[config.mk]
export PLATFORM = sky130hd
export DESIGN_NAME = network_sink_flat
export DESIGN_NICKNAME = d
export VERILOG_FILES = /design/src/rtl/network_sink_if.sv /design/src/rtl/network_sink.sv /design/src/flat_wrapper.sv
export SDC_FILE = /design/constraint.sdc
export NUM_CORES = 1
export LEC_CHECK = 0
export BUFFER_PORTS_ARGS = -buffer_cell sky130_fd_sc_hd__buf_2
export CORE_AREA = 2 2 81 83
export CTS_CLUSTER_SIZE = 40
export DETAILED_ROUTE_END_ITERATION = 12
export DIE_AREA = 0 0 83 85
export GPL_TIMING_DRIVEN = 0
export MAX_ROUTING_LAYER = met4
export PLACE_DENSITY_LB_ADDON = 0.15
export SYNTH_ARGS = -nofsm -noshare
export SYNTH_HDL_FRONTEND = slang
export SYNTH_SLANG_ARGS = --single-unit
[constraint.sdc]
create_clock -name clk -period 3.6 [get_ports clk]
set_input_delay 0.72 -clock clk [delete_from_list [all_inputs] [get_ports clk]]
set_output_delay 0.72 -clock clk [all_outputs]
set_load 0.02 [all_outputs]
[src/rtl/network_sink_if.sv]
// Handshake bundle between the network output stage, the sink and its consumer.
// The network side carries spike timesteps; the snk side carries packed words.
interface network_sink_if #(
    parameter int NET_NUM_OUT   = 4,
    parameter int SNK_RUN_WIDTH = 8
);
    localparam int SNK_PAY_WIDTH =
        (NET_NUM_OUT > SNK_RUN_WIDTH) ? NET_NUM_OUT : SNK_RUN_WIDTH;
    localparam int SNK_WIDTH = SNK_PAY_WIDTH + 2;

    logic                   net_valid;
    logic                   net_ready;
    logic                   net_last;
    logic [NET_NUM_OUT-1:0] net_out;
    logic                   snk_valid;
    logic                   snk_ready;
    logic [SNK_WIDTH-1:0]   snk;

    modport master (
        output net_valid, net_last, net_out, snk_ready,
        input  net_ready, snk_valid, snk
    );

    modport slave (
        input  net_valid, net_last, net_out, snk_ready,
        output net_ready, snk_valid, snk
    );
endinterface

[src/rtl/network_sink.sv]
// Spike sink: run-length encodes idle timesteps and queues packed words.
// Up to two words are produced per accepted beat into a small circular FIFO.
module network_sink #(
    parameter int NET_NUM_OUT    = 4,
    parameter int SNK_RUN_WIDTH  = 8,
    parameter int SNK_FIFO_DEPTH = 4
) (
    input  logic           clk,
    input  logic           arstn,
    network_sink_if.slave  bus
);
    localparam int SNK_PAY_WIDTH =
        (NET_NUM_OUT > SNK_RUN_WIDTH) ? NET_NUM_OUT : SNK_RUN_WIDTH;
    localparam int SNK_WIDTH = SNK_PAY_WIDTH + 2;
    localparam int PTR_W = $clog2(SNK_FIFO_DEPTH);
    localparam int CNT_W = $clog2(SNK_FIFO_DEPTH + 1);

    localparam logic [SNK_RUN_WIDTH-1:0] RUN_MAX = '1;
    localparam logic [CNT_W-1:0] READY_MAX = CNT_W'(SNK_FIFO_DEPTH - 2);
    localparam logic [PTR_W-1:0] PTR_LAST = PTR_W'(SNK_FIFO_DEPTH - 1);

    logic [SNK_WIDTH-1:0]     mem [SNK_FIFO_DEPTH];
    logic [PTR_W-1:0]         rptr;
    logic [PTR_W-1:0]         wptr;
    logic [CNT_W-1:0]         count;
    logic [SNK_RUN_WIDTH-1:0] run_cnt;
    logic [SNK_RUN_WIDTH-1:0] run_cnt_n;
    logic [SNK_RUN_WIDTH-1:0] run_inc;
    logic                     run_en;
    logic                     accept;
    logic                     beat_zero;
    logic                     pop;
    logic [1:0]               npush;
    logic [SNK_WIDTH-1:0]     w0;
    logic [SNK_WIDTH-1:0]     w1;

    function automatic logic [PTR_W-1:0] ptr_inc(input logic [PTR_W-1:0] p);
        if (p == PTR_LAST) return '0;
        return p + PTR_W'(1);
    endfunction

    function automatic logic [SNK_WIDTH-1:0] run_word(
        input logic                     last,
        input logic [SNK_RUN_WIDTH-1:0] n
    );
        return {last, 1'b1, SNK_PAY_WIDTH'(n)};
    endfunction

    function automatic logic [SNK_WIDTH-1:0] spk_word(
        input logic                   last,
        input logic [NET_NUM_OUT-1:0] s
    );
        return {last, 1'b0, SNK_PAY_WIDTH'(s)};
    endfunction

    // Ready depends only on registered state: room for a worst-case double push.
    assign bus.net_ready = run_en && (count <= READY_MAX);
    assign bus.snk_valid = (count != '0);
    assign bus.snk       = mem[rptr];

    assign accept    = bus.net_valid && bus.net_ready;
    assign beat_zero = (bus.net_out == '0);
    assign pop       = bus.snk_valid && bus.snk_ready;
    assign run_inc   = run_cnt + SNK_RUN_WIDTH'(1);

    // Decide which words an accepted beat emits and the next run count.
    always_comb begin
        run_cnt_n = run_cnt;
        npush     = 2'd0;
        w0        = '0;
        w1        = '0;
        unique case (1'b1)
            accept && beat_zero && !bus.net_last: begin
                if (run_inc == RUN_MAX) begin
                    npush     = 2'd1;
                    w0        = run_word(1'b0, RUN_MAX);
                    run_cnt_n = '0;
                end else begin
                    run_cnt_n = run_inc;
                end
            end
            accept && beat_zero && bus.net_last: begin
                npush     = 2'd1;
                w0        = run_word(1'b1, run_inc);
                run_cnt_n = '0;
            end
            accept && !beat_zero: begin
                run_cnt_n = '0;
                if (run_cnt != '0) begin
                    npush = 2'd2;
                    w0    = run_word(1'b0, run_cnt);
                    w1    = spk_word(bus.net_last, bus.net_out);
                end else begin
                    npush = 2'd1;
                    w0    = spk_word(bus.net_last, bus.net_out);
                end
            end
            default: ;
        endcase
    end

    // Run counter and the one-edge delay before accepting after reset.
    always_ff @(posedge clk or negedge arstn) begin
        if (!arstn) begin
            run_cnt <= '0;
            run_en  <= 1'b0;
        end else begin
            run_cnt <= run_cnt_n;
            run_en  <= 1'b1;
        end
    end

    // Circular FIFO: up to two writes and one read per cycle.
    always_ff @(posedge clk or negedge arstn) begin
        if (!arstn) begin
            for (int i = 0; i < SNK_FIFO_DEPTH; i++) mem[i] <= '0;
            rptr  <= '0;
            wptr  <= '0;
            count <= '0;
        end else begin
            if (npush != 2'd0) mem[wptr] <= w0;
            if (npush == 2'd2) mem[ptr_inc(wptr)] <= w1;
            if (npush == 2'd1) wptr <= ptr_inc(wptr);
            if (npush == 2'd2) wptr <= ptr_inc(ptr_inc(wptr));
            if (pop) rptr <= ptr_inc(rptr);
            count <= count + CNT_W'(npush) - CNT_W'(pop);
        end
    end
endmodule
[src/flat_wrapper.sv]
// flat-port wrapper written by rule: the top's interface ports become plain ports
module network_sink_flat 
#(
    parameter int NET_NUM_OUT    = 4,
    parameter int SNK_RUN_WIDTH  = 8,
    parameter int SNK_FIFO_DEPTH = 4
)
  (clk, arstn, bus_net_valid, bus_net_last, bus_net_out, bus_snk_ready, bus_net_ready, bus_snk_valid, bus_snk);
  network_sink_if #(.NET_NUM_OUT(NET_NUM_OUT), .SNK_RUN_WIDTH(SNK_RUN_WIDTH)) bus_i ();
  input  logic clk;
  input  logic arstn;
  input wire logic [$bits(bus_i.net_valid)-1:0] bus_net_valid;
  input wire logic [$bits(bus_i.net_last)-1:0] bus_net_last;
  input wire logic [$bits(bus_i.net_out)-1:0] bus_net_out;
  input wire logic [$bits(bus_i.snk_ready)-1:0] bus_snk_ready;
  output wire logic [$bits(bus_i.net_ready)-1:0] bus_net_ready;
  output wire logic [$bits(bus_i.snk_valid)-1:0] bus_snk_valid;
  output wire logic [$bits(bus_i.snk)-1:0] bus_snk;
  assign bus_i.net_valid = bus_net_valid;
  assign bus_i.net_last = bus_net_last;
  assign bus_i.net_out = bus_net_out;
  assign bus_i.snk_ready = bus_snk_ready;
  assign bus_net_ready = bus_i.net_ready;
  assign bus_snk_valid = bus_i.snk_valid;
  assign bus_snk = bus_i.snk;
  network_sink #(.NET_NUM_OUT(NET_NUM_OUT), .SNK_RUN_WIDTH(SNK_RUN_WIDTH), .SNK_FIFO_DEPTH(SNK_FIFO_DEPTH)) u_core (.clk(clk), .arstn(arstn), .bus(bus_i));
endmodule
==> run metrics, run 1 <==
run status=finished clean; vias per cell=6.51; Worst path max stage delay=0.50 ns; max_cap viols=0; Seq/Total Area, Yosys=0.388; Core ar.=6200 um^2; CTS tree=yes; Setup Viol. Count Final=0; clk_lat worst skew=0.32 ns; CP required=3.83 ns; PwrDens=470 nW/um^2; std cell rows=29; Worst Path Buf+Inv=1; die footprint=7060 um^2; Hold Vio Cnt, Final=0; Slew Viols, Final=0; Post-synth top flop=dfrtp_1; hold crit path type=input pin to async pin; PnR Total Power=1.86 mW; layout cells sized above 1=0.192; number of synthesized flops with an enable pin=0; ys async rst share=1.00; reg2reg end=u_core.mem[15]$_DFF_PN0_; WL final=9230 um; synthesized area per cell=9.31 um^2; Antenna Violating Nets Remaining=0; design area=3960 um^2; global-route wire length before repair=15,300 um; worst setup margin=0.166 ns; Core Util, Final=0.638; CP Capture Type=flop; maximum clock rate=0.291 GHz; Worst path top cell family by delay=simple AND/OR/NAND/NOR gates; number of nets in the layout=439; gr ovfl total=0; CP Class=flop to flop; Final Critical Period=3.43 ns; largest net degree at the start of global routing=57; Pre-Repair DR Iteration Count=5; vias in the first global route=3,025; post-synthesis instance total=388; placed instance area=3810 um^2; post-synth cell types=60; most frequent cell after synthesis=dfrtp_1; post-synth top area cell=dfrtp_1; worst path arrival time=3.66 ns; drt wl/cell=18.7 um; cts bufs inserted=5; initial core utilization=0.582; r2r setup slk=0.17 ns; global placement routability congestion=0.946; clk buf depth=2; VDD IR max=0.362 mV; Setup Slack @ Placement=-0.388 ns; post-DP HPWL=6700 um; leakage=1.71 nW; Reg-to-Reg Start=u_core.run_cnt[0]$_DFFE_PN0P_; Slew @ Worst Pin=0.828 ns; boundary pin count=21; R2R depth=11; post-route insts no fill=493; Tot GR Track Use=0.279; Synth Register Bits=56; ranking of synthesized cells by area=dfrtp_1 (39%), mux4_2 (6.2%), nand2_1 (5.2%); nature of the critical path startpoint=flop; Starting DRT DRC Count=347; fin crit share=0.954; H-tree levels=2; yosys warns=0; top post-synthesis cells by count=dfrtp_1 (56), nand2_1 (50), o21ai_0 (31); CTS sink count=56; largest fanout on the critical path=8; Antenna diodes=0; vias post-DR=3,210; DRC viols=0; root buffer cell=clkbuf_8; Die Wd=83 um; area grow syn2layout=9.52%; crit path max-delay cell type=dfrtp_1; Relative slew margins=0.448; Port Buffers=20; Worst Skew=0.0125 ns; Synth top area share=0.388; die height=85 um; Syn Std Cell Area=3610 um^2; cell total after placement=485; CP Cell Sequence=nand3_1, nor3_1, o211ai_1, o21ai_4, nand3_1, ha_1, nor2b_1, nand2_1, nor2_2, inv_1, o211ai_1; Post-Syn Nets=412; setup TNS=0 ns; initial antenna violation count=0; Worst-path clk slew=0.10 ns; hold_ws=0.438 ns
worst register-to-register path: stages, from the launching register on:
cell	delay [ns]
dfrtp_1	0.50
nand3_1	0.24
nor3_1	0.36
o211ai_1	0.28
o21ai_4	0.39
nand3_1	0.16
ha_1	0.30
nor2b_1	0.28
nand2_1	0.25
nor2_2	0.33
inv_1	0.10
o211ai_1	0.16
sequential cells by signal (all words and copies together), names as in the netlist:
register        count
u_core.count        3
u_core.mem         40
u_core.rptr         2
u_core.run_cnt      8
u_core.run_en       1
u_core.wptr         2
power breakdown:
group	total, mW	internal [mW]	leakage [nW]	switching [mW]
registers	0.822	0.736	0.756	0.0856
logic	0.686	0.297	0.909	0.389
clock network	0.354	0.139	0.0445	0.215
routing by layer:
layer,wire length [um],track usage,up-vias
li1,-,-,1491
met1,4120,0.385,1556
met2,4270,0.429,140
met3,643,0.0438,23
met4,190,0.0864,0
met5,0,-,-
worst max-delay path by stage:
stage,from,slack (ns),cells past startpoint,endpoint
after detailed placement,u_core.run_cnt[4]$_DFFE_PN0P_,-0.39,13,u_core.mem[10]$_DFF_PN0_
after floorplan,bus_net_out[1],0.54,13,u_core.mem[13]$_DFF_PN0_
after CTS,u_core.run_cnt[4]$_DFFE_PN0P_,0.01,12,u_core.mem[32]$_DFF_PN0_
after global routing,u_core.run_cnt[0]$_DFFE_PN0P_,-0.008,11,u_core.mem[15]$_DFF_PN0_
after global placement,u_core.run_cnt[4]$_DFFE_PN0P_,-0.29,13,u_core.mem[10]$_DFF_PN0_
final,u_core.run_cnt[0]$_DFFE_PN0P_,0.17,11,u_core.mem[15]$_DFF_PN0_
kinds of logic after synthesis:
kind of cell             share of synthesized area
buffers and inverters                       0.0467
AO/OA/AOI/OAI                                0.184
adder cells (fa/ha/maj)                     0.0540
multiplexers                                0.0654
other                                      0.00104
flip-flops                                   0.388
XOR/XNOR                                    0.0121
AND/OR/NAND/NOR                              0.249
cells in the final DEF, fill, tap and decap left out, drive strengths merged, types with 5 or more instances in the layout:
| master | Yosys | layout |
|---|---|---|
| inv | 17 | 18 |
| buf | 9 | 31 |
| o21ai | 37 | 37 |
| nor4 | 8 | 8 |
| nand2 | 51 | 51 |
| nand3 | 20 | 20 |
| and3 | 7 | 7 |
| o211ai | 5 | 5 |
| a32o | 5 | 5 |
| and2 | 9 | 9 |
| a21oi | 18 | 18 |
| a31oi | 5 | 5 |
| mux4 | 10 | 10 |
| a22oi | 11 | 11 |
| nor2 | 20 | 20 |
| a221o | 5 | 5 |
| nor3 | 11 | 11 |
| nand4 | 13 | 13 |
| clkbuf | 9 | 12 |
| nor2b | 6 | 6 |
| ha | 14 | 14 |
| dfrtp | 56 | 56 |
layout make-up:
class	instances	area [um^2]
Fill cell	529	2250
Clock buffer	5	68.8
Sequential cell	56	1400
Multi-Input combinational cell	297	2090
Timing Repair Buffer	22	118
Inverter	17	63.8
Buffer	16	98.8
Tap cell	77	96.3
Clock inverter	3	21.3
repair_timing:
item	4_1_cts	5_1_grt
endpoints found under the hold margin	0	0
setup endpoints to repair	36	37
hold buffers	0	0
resized for setup	4	11
setup buffers	0	2
pin swaps	0	1
Note: power is estimated with default switching activity, not from simulation.
==> inputs of run 2 (changes only) <==
--- a/config.mk
+++ b/config.mk
@@ -6,13 +6,14 @@
 export NUM_CORES = 1
 export LEC_CHECK = 0
 export BUFFER_PORTS_ARGS = -buffer_cell sky130_fd_sc_hd__buf_2
-export CORE_AREA = 2 2 81 83
+export CORE_AREA = 4 4 83 85
 export CTS_CLUSTER_SIZE = 40
 export DETAILED_ROUTE_END_ITERATION = 12
-export DIE_AREA = 0 0 83 85
+export DIE_AREA = 0 0 87 89
 export GPL_TIMING_DRIVEN = 0
 export MAX_ROUTING_LAYER = met4
 export PLACE_DENSITY_LB_ADDON = 0.15
+export SLEW_MARGIN = 25
 export SYNTH_ARGS = -nofsm -noshare
 export SYNTH_HDL_FRONTEND = slang
 export SYNTH_SLANG_ARGS = --single-unit
==> run 2 against run 1 <==
Worst hold slack hardly changed; largest power group unchanged; global-route usage is 1.5 points lower; count of clock-buffer cells in the layout stayed put; sequential cell count stayed put; highest routed layer unchanged; critical path type unchanged; critical endpoint is now u_core.mem[6]$_DFF_PN0_; via count is 0.37% lower.
==> run metrics, run 2 (synthesis results as in run 1) <==
CP required=3.86 ns; Top Registers=u_core.mem: 40 flops, u_core.run_cnt: 8 flops, u_core.count: 3 flops; initial core utilization=0.582; placed instance area=3810 um^2; clk buf depth=2; CP Capture Type=flop; setup TNS=0 ns; hold_ws=0.438 ns; CP Cell Sequence=clkbuf_1, nand4_1, nor3_1, o211ai_1, o21ai_4, nand3_1, ha_1, nor2b_1, nand2_1, nor2_2, nand4_1, nand3_1; PnR Total Power=1.86 mW; Relative slew margins=0.454; max_cap viols=0; clk_lat worst skew=0.32 ns; die footprint=7740 um^2; Tot GR Track Use=0.264; Antenna diodes=0; largest fanout on the critical path=9; design area=3950 um^2; number of nets in the layout=439; hold_buf cts=0; layout cells sized above 1=0.190; number of flip-flops under the largest register name=40; gr ovfl total=0; Core ar.=6200 um^2; Final Critical Period=3.42 ns; nature of the critical path startpoint=flop; root buffer cell=clkbuf_8; Pre-Repair DR Iteration Count=5; reg2reg end=u_core.mem[6]$_DFF_PN0_; WL final=9110 um; CTS tree=yes; vias post-DR=3,198; global-route wire length before repair=15,500 um; CTS sink count=56; Worst Skew=0.00782 ns; DRC viols=0; CP Class=flop to flop; Worst path max stage delay=0.36 ns; Port Buffers=20; hold crit path type=input pin to async pin; maximum clock rate=0.293 GHz; vias per cell=6.49; Die Wd=87 um; largest net degree at the start of global routing=57; worst setup margin=0.183 ns; Setup Viol. Count Final=0; Worst-path clk slew=0.11 ns; Reg-to-Reg Start=u_core.run_cnt[4]$_DFFE_PN0P_; post-DP HPWL=6670 um; crit path max-delay cell type=o21ai_4; commonest cells after routing, fill and taps aside=dfrtp_1 (56), nand2_1 (50), o21ai_0 (31), buf_2 (23), nand3_1 (18); Antenna Violating Nets Remaining=0; Core Util, Final=0.637; r2r setup slk=0.18 ns; vias in the first global route=3,064; drt wl/cell=18.5 um; R2R depth=12; cts bufs inserted=5; area grow syn2layout=9.31%; leakage=1.71 nW; PwrDens=471 nW/um^2; Reg with most FFs=u_core.mem; H-tree levels=2; run status=finished clean; post-route insts no fill=493; initial antenna violation count=0; std cell rows=29; commonest non-fill, non-tap cell in the layout=dfrtp_1; fin crit share=0.949; Setup Slack @ Placement=-0.363 ns; Starting DRT DRC Count=335; cell total after placement=485; global placement routability congestion=0.905; Slew @ Worst Pin=0.819 ns; Hold Vio Cnt, Final=0; Slew Viols, Final=0; VDD IR max=0.406 mV; die height=89 um; setup repair after global routing missed its margin=false; boundary pin count=21; worst path arrival time=3.67 ns
## run 2: timing repair
action                                  in CTS  in global routing
buffers inserted                             0                  1
endpoints found under the setup margin      35                 36
pin swaps                                    0                  1
gates resized for setup                      2                 11
## run 2: routing by layer
metal	track usage	routed length [um]	up-vias
met5	-	0	-
met4	0.0737	135	0
met3	0.0387	631	15
met2	0.411	4310	131
met1	0.362	4030	1561
li1	-	-	1491
## run 2: cell type report
cell class | instances | area [um^2]
Fill cell | 520 | 2250
Inverter | 17 | 63.8
Tap cell | 77 | 96.3
Buffer | 17 | 101
Multi-Input combinational cell | 297 | 2090
Clock buffer | 5 | 68.8
Clock inverter | 3 | 22.5
Timing Repair Buffer | 21 | 110
Sequential cell | 56 | 1400
## run 2: power breakdown
group          internal [mW]  switching [mW]
Combinational          0.296           0.377
Sequential             0.736          0.0833
Clock                  0.140           0.226
Total                   1.17           0.687
## run 2: worst max path at each step
stage,to,cells after the start,slack (ns),from
after floorplan,u_core.mem[13]$_DFF_PN0_,13,0.54,bus_net_out[1]
after global placement,u_core.mem[10]$_DFF_PN0_,12,-0.28,u_core.run_cnt[0]$_DFFE_PN0P_
after detailed placement,u_core.mem[12]$_DFF_PN0_,13,-0.36,u_core.run_cnt[4]$_DFFE_PN0P_
after CTS,u_core.mem[32]$_DFF_PN0_,12,0.02,u_core.run_cnt[4]$_DFFE_PN0P_
after global routing,u_core.mem[35]$_DFF_PN0_,12,0.01,u_core.run_cnt[0]$_DFFE_PN0P_
final,u_core.mem[6]$_DFF_PN0_,12,0.18,u_core.run_cnt[4]$_DFFE_PN0P_
## run 2: worst max-delay path, delay by kind of cell (launching register included)
family / cells / cell delay (ns)
DFF: 1 / 0.34
adders and majority gates: 1 / 0.29
and+or+nand+nor: 8 / 1.80
AOI/OAI and AO/OA: 2 / 0.63
buffers and inverters: 1 / 0.28
==> inputs of run 3 (changes only) <==
--- a/config.mk
+++ b/config.mk
@@ -6,10 +6,10 @@
 export NUM_CORES = 1
 export LEC_CHECK = 0
 export BUFFER_PORTS_ARGS = -buffer_cell sky130_fd_sc_hd__buf_2
-export CORE_AREA = 4 4 83 85
+export CORE_AREA = 4 4 107 109
 export CTS_CLUSTER_SIZE = 40
 export DETAILED_ROUTE_END_ITERATION = 12
-export DIE_AREA = 0 0 87 89
+export DIE_AREA = 0 0 111 113
 export GPL_TIMING_DRIVEN = 0
 export MAX_ROUTING_LAYER = met4
 export PLACE_DENSITY_LB_ADDON = 0.15
==> run 3 against run 2 <==
Setup slack better by 0.10 ns; non-clock buffer count unchanged; sequential power is essentially flat; critical path depth is 1 lower; via count down 3.7%.
==> run metrics, run 3 (synthesis results as in run 1) <==
gr ovfl total=0; fin crit share=0.921; largest net degree at the start of global routing=57; cell total after placement=548; setup repair after global routing missed its margin=false; Worst Skew=0.00740 ns; commonest non-fill, non-tap cell in the layout=dfrtp_1; largest fanout on the critical path=9; most frequent CP cell=nand3_1; Worst Path Buf+Inv=0; Worst path max stage delay=0.47 ns; post-DP HPWL=7470 um; WL final=10,200 um; global placement routability congestion=0.872; Port Buffers=20; CTS sink count=56; Core Util, Final=0.382; Slew @ Worst Pin=0.915 ns; vias in the first global route=3,053; Setup Slack @ Placement=-0.617 ns; boundary pin count=21; initial core utilization=0.341; worst path arrival time=3.57 ns; die footprint=12,500 um^2; leakage=1.71 nW; DRC viols=0; Hold Vio Cnt, Final=0; CP Class=flop to flop; Worst-path clk slew=0.11 ns; maximum clock rate=0.302 GHz; run status=finished clean; Starting DRT DRC Count=192; root buffer cell=clkbuf_8; hold crit path type=input pin to async pin; Antenna diodes=0; number of nets in the layout=439; Top Registers=u_core.mem: 40 flops, u_core.run_cnt: 8 flops, u_core.count: 3 flops; initial antenna violation count=0; CP Cell Sequence=nand3_1, nor3_2, o211ai_1, o21ai_4, nand3_1, ha_1, nor2b_1, nand2_1, nor2_4, nand4_1, nand3_1; std cell rows=38; Worst path top cell family by delay=simple AND/OR/NAND/NOR gates; CP required=3.86 ns; worst setup margin=0.285 ns; clk buf depth=2; clk_lat worst skew=0.32 ns; number of flip-flops under the largest register name=40; crit path max-delay cell type=dfrtp_1; global-route wire length before repair=17,100 um; Die Wd=111 um; area grow syn2layout=12.2%; Slew Viols, Final=0; commonest cells after routing, fill and taps aside=dfrtp_1 (55), nand2_1 (50), o21ai_0 (31), buf_2 (23), nand3_1 (18); hold_buf cts=0; nature of the critical path startpoint=flop; vias post-DR=3,079; CTS tree=yes; vias per cell=5.54; post-route insts no fill=556; layout cells sized above 1=0.200; Antenna Violating Nets Remaining=0; PwrDens=462 nW/um^2; Pre-Repair DR Iteration Count=5; VDD IR max=0.251 mV; max_cap viols=0; hold_ws=0.450 ns; H-tree levels=2; cts bufs inserted=5; Setup Viol. Count Final=0; Relative slew margins=0.390; drt wl/cell=18.3 um; Final Critical Period=3.32 ns; die height=113 um; Core ar.=10,600 um^2; Tot GR Track Use=0.176; CP Capture Type=flop; Reg with most FFs=u_core.mem
## run 3: changes by cell type in the layout (fill, tap and decap cells not counted), sizes merged
cell	previous run	this run
inv	18	17
clkinv	2	1
clkinvlp	0	1
buf	30	31
## run 3: report_power, final
group / internal [mW] / total [mW] / switching, mW
clock: 0.139 / 0.369 / 0.229
combinational: 0.295 / 0.684 / 0.389
sequential: 0.736 / 0.820 / 0.0841
## run 3: worst paths after layout
kind	start	slack, ns	cells past startpoint	end
min	arstn	0.45	1	u_core.mem[14]$_DFF_PN0_
max	u_core.run_cnt[1]$_DFFE_PN0P_	0.28	11	u_core.mem[6]$_DFF_PN0_
max reg2reg	u_core.run_cnt[1]$_DFFE_PN0P_	0.28	11	u_core.mem[6]$_DFF_PN0_
max in group asynchronous	arstn	2.62	1	u_core.run_cnt[0]$_DFFE_PN0P_
min reg2reg	u_core.mem[29]$_DFF_PN0_	0.49	2	u_core.mem[29]$_DFF_PN0_
min in group clk	u_core.mem[29]$_DFF_PN0_	0.49	2	u_core.mem[29]$_DFF_PN0_
## run 3: metal layers
layer	vias up	global-route usage	routed length, um
met4	0	0.0460	163
met2	79	0.269	4700
met5	-	-	0
met1	1497	0.248	4990
met3	13	0.0214	341
li1	1490	-	-
## run 3: final cells by class
type	count	area, um^2
sequential	56	1400
clock inverter	2	16.3
multi-input combinational	297	2110
tap	140	175
timing repair buffer	22	118
buffer	16	98.8
inverter	17	63.8
clock buffer	6	72.6
fill	1082	6550
## run 3: through the flow
| step | instance area, um^2 | setup TNS, ns | total power, mW |
|---|---|---|---|
| final | 4060 | 0 | 1.87 |
| after global routing | 4060 | 0 | 2.01 |
| after CTS | 4010 | 0 | 1.89 |
| after detailed placement | 3890 | -13.06 | 1.52 |
| after global placement | 3890 | -11.52 | 1.50 |
| after floorplan | 3610 | 0 | 1.31 |
## run 3: repair_timing
action | 4_1_cts | 5_1_grt
buffers inserted | 0 | 2
pin swaps | 0 | 1
setup endpoints to repair | 37 | 39
resized for setup | 11 | 10
gates cloned | 0 | 0
